==> config.mk <==
export PLATFORM = sky130hd
export DESIGN_NAME = frame_arbiter_flat
export DESIGN_NICKNAME = d
export VERILOG_FILES = /design/src/rtl/frame_arbiter_if.sv /design/src/rtl/frame_arbiter.sv /design/src/flat_wrapper.sv
export SDC_FILE = /design/constraint.sdc
export NUM_CORES = 1
export LEC_CHECK = 0
export ABC_AREA = 0
export BUFFER_PORTS_ARGS = -buffer_cell sky130_fd_sc_hd__clkbuf_2
export CORE_ASPECT_RATIO = 1.1
export CORE_MARGIN = 3
export CORE_UTILIZATION = 52
export CTS_CLUSTER_DIAMETER = 60
export DETAILED_ROUTE_END_ITERATION = 10
export GPL_TIMING_DRIVEN = 0
export PLACE_DENSITY = 0.76
export RECOVER_POWER = 50
export SYNTH_ARGS = -nofsm -noshare
export SYNTH_HDL_FRONTEND = slang
export SYNTH_SLANG_ARGS = --single-unit
==> constraint.sdc <==
create_clock -name clk -period 9 [get_ports clk]
set_input_delay 0.9 -clock clk [delete_from_list [all_inputs] [get_ports clk]]
set_output_delay 0.9 -clock clk [all_outputs]
set_load 0.02 [all_outputs]
==> src/rtl/frame_arbiter_if.sv <==
// Bus bundle for frame_arbiter: two row-write requesters, swap control and
// the scanner-facing frame/row outputs.
interface frame_arbiter_if;
  // req_x is held with row_x/data_x stable until gnt_x; the row write takes
  // effect on the rising edge where req_x and gnt_x are both high, and gnt_x
  // is a combinational function of req_a, req_b and the priority register.
  logic         req_a;
  logic [2:0]   row_a;
  logic [15:0]  data_a;
  logic         gnt_a;
  logic         req_b;
  logic [2:0]   row_b;
  logic [15:0]  data_b;
  logic         gnt_b;
  logic         swap_req;
  logic         swap_done;
  logic [127:0] frame;
  logic         row_tick;
  logic [2:0]   row_idx;

  modport master (
    output req_a, row_a, data_a, req_b, row_b, data_b, swap_req,
    input  gnt_a, gnt_b, swap_done, frame, row_tick, row_idx
  );

  modport slave (
    input  req_a, row_a, data_a, req_b, row_b, data_b, swap_req,
    output gnt_a, gnt_b, swap_done, frame, row_tick, row_idx
  );
endinterface

==> src/rtl/frame_arbiter.sv <==
// Double-buffered 8x16 frame store: round-robin row writes into the back
// buffer, tear-free front/back exchange at frame boundaries, row scan timing.
module frame_arbiter #(
  parameter int unsigned SCAN_DIV = 1000
) (
  input logic           clk,
  input logic           rst,
  frame_arbiter_if.slave bus
);

  localparam logic [15:0] LAST_CNT = 16'(SCAN_DIV - 1);

  logic [127:0] buf0;
  logic [127:0] buf1;
  logic         sel;
  logic         prio_b;
  logic         pending;
  logic         swap_done_q;
  logic [15:0]  scan_cnt;
  logic [2:0]   row_idx_q;

  logic         gnt_a;
  logic         gnt_b;
  logic         wr_en;
  logic [2:0]   wr_row;
  logic [15:0]  wr_data;
  logic [6:0]   wr_lsb;
  logic         row_tick;
  logic         frame_end;
  logic         swap_now;

  always_comb begin
    gnt_a     = 1'b0;
    gnt_b     = 1'b0;
    wr_en     = 1'b0;
    wr_row    = bus.row_a;
    wr_data   = bus.data_a;
    wr_lsb    = '0;
    row_tick  = 1'b0;
    frame_end = 1'b0;
    swap_now  = 1'b0;

    // Grants are forced low during reset so no write can race the clear.
    if (!rst) begin
      gnt_a = bus.req_a && (!bus.req_b || !prio_b);
      gnt_b = bus.req_b && (!bus.req_a ||  prio_b);
    end
    wr_en = gnt_a || gnt_b;
    if (gnt_b) begin
      wr_row  = bus.row_b;
      wr_data = bus.data_b;
    end
    // Row 0 sits in the top 16 bits of the frame.
    wr_lsb = {3'd7 - wr_row, 4'd0};

    row_tick  = (scan_cnt == LAST_CNT);
    frame_end = row_tick && (row_idx_q == 3'd7);
    swap_now  = frame_end && (pending || bus.swap_req);
  end

  always_ff @(posedge clk or posedge rst) begin
    if (rst) begin
      buf0        <= '0;
      buf1        <= '0;
      sel         <= 1'b0;
      prio_b      <= 1'b0;
      pending     <= 1'b0;
      swap_done_q <= 1'b0;
      scan_cnt    <= '0;
      row_idx_q   <= '0;
    end else begin
      // The write uses the pre-toggle sel, so a write on the swap edge lands
      // in the buffer that becomes the new front.
      if (wr_en) begin
        if (sel) buf0[wr_lsb +: 16] <= wr_data;
        else     buf1[wr_lsb +: 16] <= wr_data;
      end

      if (gnt_a)      prio_b <= 1'b1;
      else if (gnt_b) prio_b <= 1'b0;

      scan_cnt <= row_tick ? 16'd0 : scan_cnt + 16'd1;
      if (row_tick) row_idx_q <= row_idx_q + 3'd1;

      if (swap_now) begin
        sel     <= ~sel;
        pending <= 1'b0;
      end else if (bus.swap_req) begin
        pending <= 1'b1;
      end
      swap_done_q <= swap_now;
    end
  end

  assign bus.gnt_a     = gnt_a;
  assign bus.gnt_b     = gnt_b;
  assign bus.frame     = sel ? buf1 : buf0;
  assign bus.row_tick  = row_tick;
  assign bus.row_idx   = row_idx_q;
  assign bus.swap_done = swap_done_q;

endmodule

==> src/flat_wrapper.sv <==
// flat-port wrapper written by rule: the top's interface ports become plain ports
module frame_arbiter_flat 
#(
  parameter int unsigned SCAN_DIV = 1000
)
  (clk, rst, bus_req_a, bus_row_a, bus_data_a, bus_req_b, bus_row_b, bus_data_b, bus_swap_req, bus_gnt_a, bus_gnt_b, bus_swap_done, bus_frame, bus_row_tick, bus_row_idx);
  frame_arbiter_if bus_i ();
  input logic clk;
  input logic rst;
  input wire logic [$bits(bus_i.req_a)-1:0] bus_req_a;
  input wire logic [$bits(bus_i.row_a)-1:0] bus_row_a;
  input wire logic [$bits(bus_i.data_a)-1:0] bus_data_a;
  input wire logic [$bits(bus_i.req_b)-1:0] bus_req_b;
  input wire logic [$bits(bus_i.row_b)-1:0] bus_row_b;
  input wire logic [$bits(bus_i.data_b)-1:0] bus_data_b;
  input wire logic [$bits(bus_i.swap_req)-1:0] bus_swap_req;
  output wire logic [$bits(bus_i.gnt_a)-1:0] bus_gnt_a;
  output wire logic [$bits(bus_i.gnt_b)-1:0] bus_gnt_b;
  output wire logic [$bits(bus_i.swap_done)-1:0] bus_swap_done;
  output wire logic [$bits(bus_i.frame)-1:0] bus_frame;
  output wire logic [$bits(bus_i.row_tick)-1:0] bus_row_tick;
  output wire logic [$bits(bus_i.row_idx)-1:0] bus_row_idx;
  assign bus_i.req_a = bus_req_a;
  assign bus_i.row_a = bus_row_a;
  assign bus_i.data_a = bus_data_a;
  assign bus_i.req_b = bus_req_b;
  assign bus_i.row_b = bus_row_b;
  assign bus_i.data_b = bus_data_b;
  assign bus_i.swap_req = bus_swap_req;
  assign bus_gnt_a = bus_i.gnt_a;
  assign bus_gnt_b = bus_i.gnt_b;
  assign bus_swap_done = bus_i.swap_done;
  assign bus_frame = bus_i.frame;
  assign bus_row_tick = bus_i.row_tick;
  assign bus_row_idx = bus_i.row_idx;
  frame_arbiter #(.SCAN_DIV(SCAN_DIV)) u_core (.clk(clk), .rst(rst), .bus(bus_i));
endmodule
==> implementation parameters <==
Parameter                              Value

Status
  Result of the run ... complete, but fails checks
  Failing checks ... capacitance limit, slew limit

Placement
  Detailed-placement wirelength estimate ... about 25000 um
  Routability cong. ... 0.8912
  Count of input and output buffers ... about 180
  Worst slack, placed ... roughly 3.8 ns
  Instance count after placement with tap cells included ... between 1k and 1.5k

Timing
  Hold violation total from the final report ... 0
  Setup clock skew after layout ... approximately 0.014 ns
  Crit path setup slack, layout ... roughly 3.6 ns
  Endpoints failing setup ... 0
  Slew Viols, Final ... roughly 190
  Fin crit share ... around 61%
  Total Negative Setup Slacks ... 0 ns
  Period minus WS final ... 5.447 ns
  Worst slew pin tran ... roughly 2.2 ns
  Setup repair after global routing missed its margin ... false
  Maximum clock frequency ... between 150 and 200 MHz
  Slew HR ... -49.54%

Synth
  Share of synthesized area occupied by flip-flops and latches ... a little over half
  Synthesis Warnings ... 0
  Share of synthesized registers carrying an async set or reset ... 100.0%
  Post-synthesis sequential element count ... 279
  Avg Synthesized Cell Area ... between 10 and 15 sq um
  Count of unique library cells instantiated by Yosys ... 42
  Synth Cell Area ... approximately 13000 sq um
  Synthesized net count ... just over 1k
  Number of cells produced by synthesis ... about 960
  Post-synth EDFFs ... 0
  Prevailing post-synth register cell ... dfrtp_1

Critical path
  Kind of start point of the critical path ... primary input
  Reg2reg path depth ... 14
  Beginning of the worst register-to-register path ... u_core.prio_b$_DFFE_PP0N_
  Critical Path End Type ... async pin
  Required time of the critical path ... between 9 and 10 ns
  Capturing point of the worst reg2reg path ... u_core.buf0[71]$_DFFE_PP0P_
  Setup slack, reg-to-reg ... 4.21 ns
  Maximum net fanout on the critical path ... 37
  Type of the worst setup path ... in2async
  Arrival time worst endpoint ... 5.80 ns

Route
  Sum of routed wire length over all layers ... approximately 34000 um
  DR DRC count ... 0
  Topmost layer with routed signal wires ... met4
  Total met2 wirelength after detailed routing ... between 15000 and 20000 um
  Vias/cell ... 5.685
  Detailed Route Iter0 Violations ... just under 500
  Routed length on met1 ... 14440 um
  TritonRoute pass-1 iters ... 7
  Count of nets left with antenna violations after detail routing ... 0
  Metal3 WL ... between 2000 and 2500 um
  Detail-routed net length per standard cell ... 22.23 um
  Via count ... between 8k and 9k

Hold path
  Endpoint of the worst hold path ... u_core.scan_cnt[15]$_DFF_PP0_
  Instance count along the most critical hold path ... 1
  Worst hold path class ... reg2reg
  Startpoint of the lowest-slack hold path ... u_core.scan_cnt[15]$_DFF_PP0_

Clock network
  TritonCTS clock tree ... built
  Source-to-sink clock delay at the later pin of the worst-skew pair ... approximately 0.55 ns
  CTS-repair resized insts ... 0
  CTS Buffer Depth ... 3
  Hold-fix buffer count after cts ... 0
  H-tree levels ... 1
  Number of sinks driven by the clock tree ... ~280
  Clock-pin slew on the worst setup and hold paths ... around 0.060 ns
  Clock root buffer master ... clkbuf_16
  Post-CTS setup-driven buffer insertion count ... 0
  Number of buffers created by CTS ... 29

Global routing
  Grt total ovfl ... 0
  Vias in the first global route ... 9158
  Antenna violations before repair ... 3
  Global-route wire length before repair ... between 50000 and 60000 um
  Gr usage total ... 24.10%
  Maximum number of pins on one net before global-route repair ... 44

Layout
  Area of all sequential standard cells ... 6982 sq um
  Number of nets in the finished design ... roughly 1.2k
  Post-synthesis to final-layout area growth ... 16.67%
  Multi-input gate area ... slightly above 6000 sq um
  Number of inserted filler cells in the final layout ... 2009
  Post-Layout Cell Count ... about 1.5k
  Layout cell share with drive strength beyond 1 ... 52.35%
  Post-layout util ... between 60% and 70%

Pwr
  VDD IR-drop max ... roughly 0.00014 V
  Design Power ... 2.996 mW
  Leakage Power ... 7.771 nW
  Power per cell area ... 191.8 nW/um^2

Floorplanning
  I/O pin count ... ~180
  Die boundary width ... 159.0 um
  Vert. Die Dim ... 174.3 um
  Die Footprint ... around 28000 sq um
  Row count ... 60
  Core area ... 24920 sq um
  Initial Utilization ... a little over half

Run
  Max Cap Viol ... 5
[per-stage QoR]
stage               hold WS [ns]  instance area (sq um)
floorplan                 0.4388                  13390
global placement          0.4543                  14700
detailed placement        0.4603                  14840
CTS                       0.3968                  15740
global route              0.4956                  15620
finish                    0.4796                  15620
[layout make-up]
type / count / area share (%)
multi-input combinational: 624 / 39.07
clock buffer: 45 / 5.479
antenna: 3 / 0.04806
tap: 341 / 2.731
timing repair buffer: 182 / 5.759
inverter: 5 / 0.1282
buffer: 53 / 1.778
sequential: 279 / 44.69
clock inverter: 4 / 0.3124
[placed cells by master, fill, tap and decap left out, drive strengths merged, types with 4 or more instances in the layout]
| cell type | count |
|---|---|
| and3 | 4 |
| buf | 27 |
| o21ai | 20 |
| dfrtp | 279 |
| nor2b | 19 |
| xor2 | 5 |
| ha | 5 |
| clkbuf | 253 |
| a21boi | 4 |
| inv | 5 |
| nand4b | 17 |
| nand4 | 12 |
| nand2 | 11 |
| nand3 | 8 |
| and2b | 4 |
| nor2 | 11 |
| a2111oi | 6 |
| a21oi | 64 |
| mux2 | 404 |
| xnor2 | 8 |
[state kept, by name, indices dropped and copies added, names as in the netlist]
| name | cells |
|---|---|
| u_core.bus.row_idx | 3 |
| u_core.buf1 | 128 |
| u_core.bus.swap_done | 1 |
| u_core.sel | 1 |
| u_core.scan_cnt | 16 |
| u_core.pending | 1 |
| u_core.prio_b | 1 |
| u_core.buf0 | 128 |
[cells by family (layout without fill, tap and decap cells)]
kind of cell	Yosys count	count (layout)	share of synthesized area [%]
compound gates	102	102	5.271
xor+xnor	13	13	0.8504
fa+ha+maj	5	5	0.4672
buf+inv	58	289	2.252
flops	279	279	52.14
mux	404	404	33.98
other cells	0	3	0
simple gates	100	100	5.037
[how the worst max path moves through the flow]
| stage | from | to | slack, ns |
|---|---|---|---|
| floorplan | rst | u_core.buf0[100]$_DFFE_PP0P_ | 1.70 |
| global placement | rst | u_core.buf0[103]$_DFFE_PP0P_ | -0.65 |
| detailed placement | rst | u_core.buf0[103]$_DFFE_PP0P_ | 3.78 |
| CTS | rst | u_core.buf0[103]$_DFFE_PP0P_ | 4.35 |
| global route | rst | u_core.buf0[32]$_DFFE_PP0P_ | 2.60 |
| finish | rst | u_core.buf0[33]$_DFFE_PP0P_ | 3.55 |
[worst max-delay path, cell delays in order]
cell        delay (ns)
clkbuf_1          0.15
clkinvlp_2        0.46
clkbuf_1          1.43
clkbuf_1          1.51
clkbuf_1          1.29
[cell usage after synthesis, types with 4 or more instances]
cell,number,area [sq um]
a2111oi_4,6,165.2
a21boi_0,4,30.03
a21oi_1,64,320.3
and2b_1,4,30.03
and3_1,4,25.02
buf_2,16,80.08
buf_4,5,37.54
buf_6,6,67.56
clkbuf_1,24,90.09
dfrtp_1,279,6982
ha_1,5,62.56
inv_1,5,18.77
mux2_2,404,4549
nand2_1,11,41.29
nand3_1,8,40.04
nand4_2,8,100.1
nand4b_1,17,148.9
nor2_1,10,37.54
nor2b_1,19,118.9
o21ai_0,19,95.09
xnor2_1,8,70.07
xor2_1,5,43.79
[power by group]
group / switching (mW) / internal (mW) / leakage, nW
Clock: 0.472 / 0.674 / 0.445
Combinational: 0.191 / 0.170 / 3.55
Sequential: 0.0746 / 1.41 / 3.78
Total: 0.737 / 2.26 / 7.77
[layer usage]
layer	GRT usage, %	up-vias
met1	31.93	4454
met5	0	-
li1	-	3937
met2	40.44	291
met3	5.243	50
met4	6.676	0
Power figures use the tool's default switching activity.
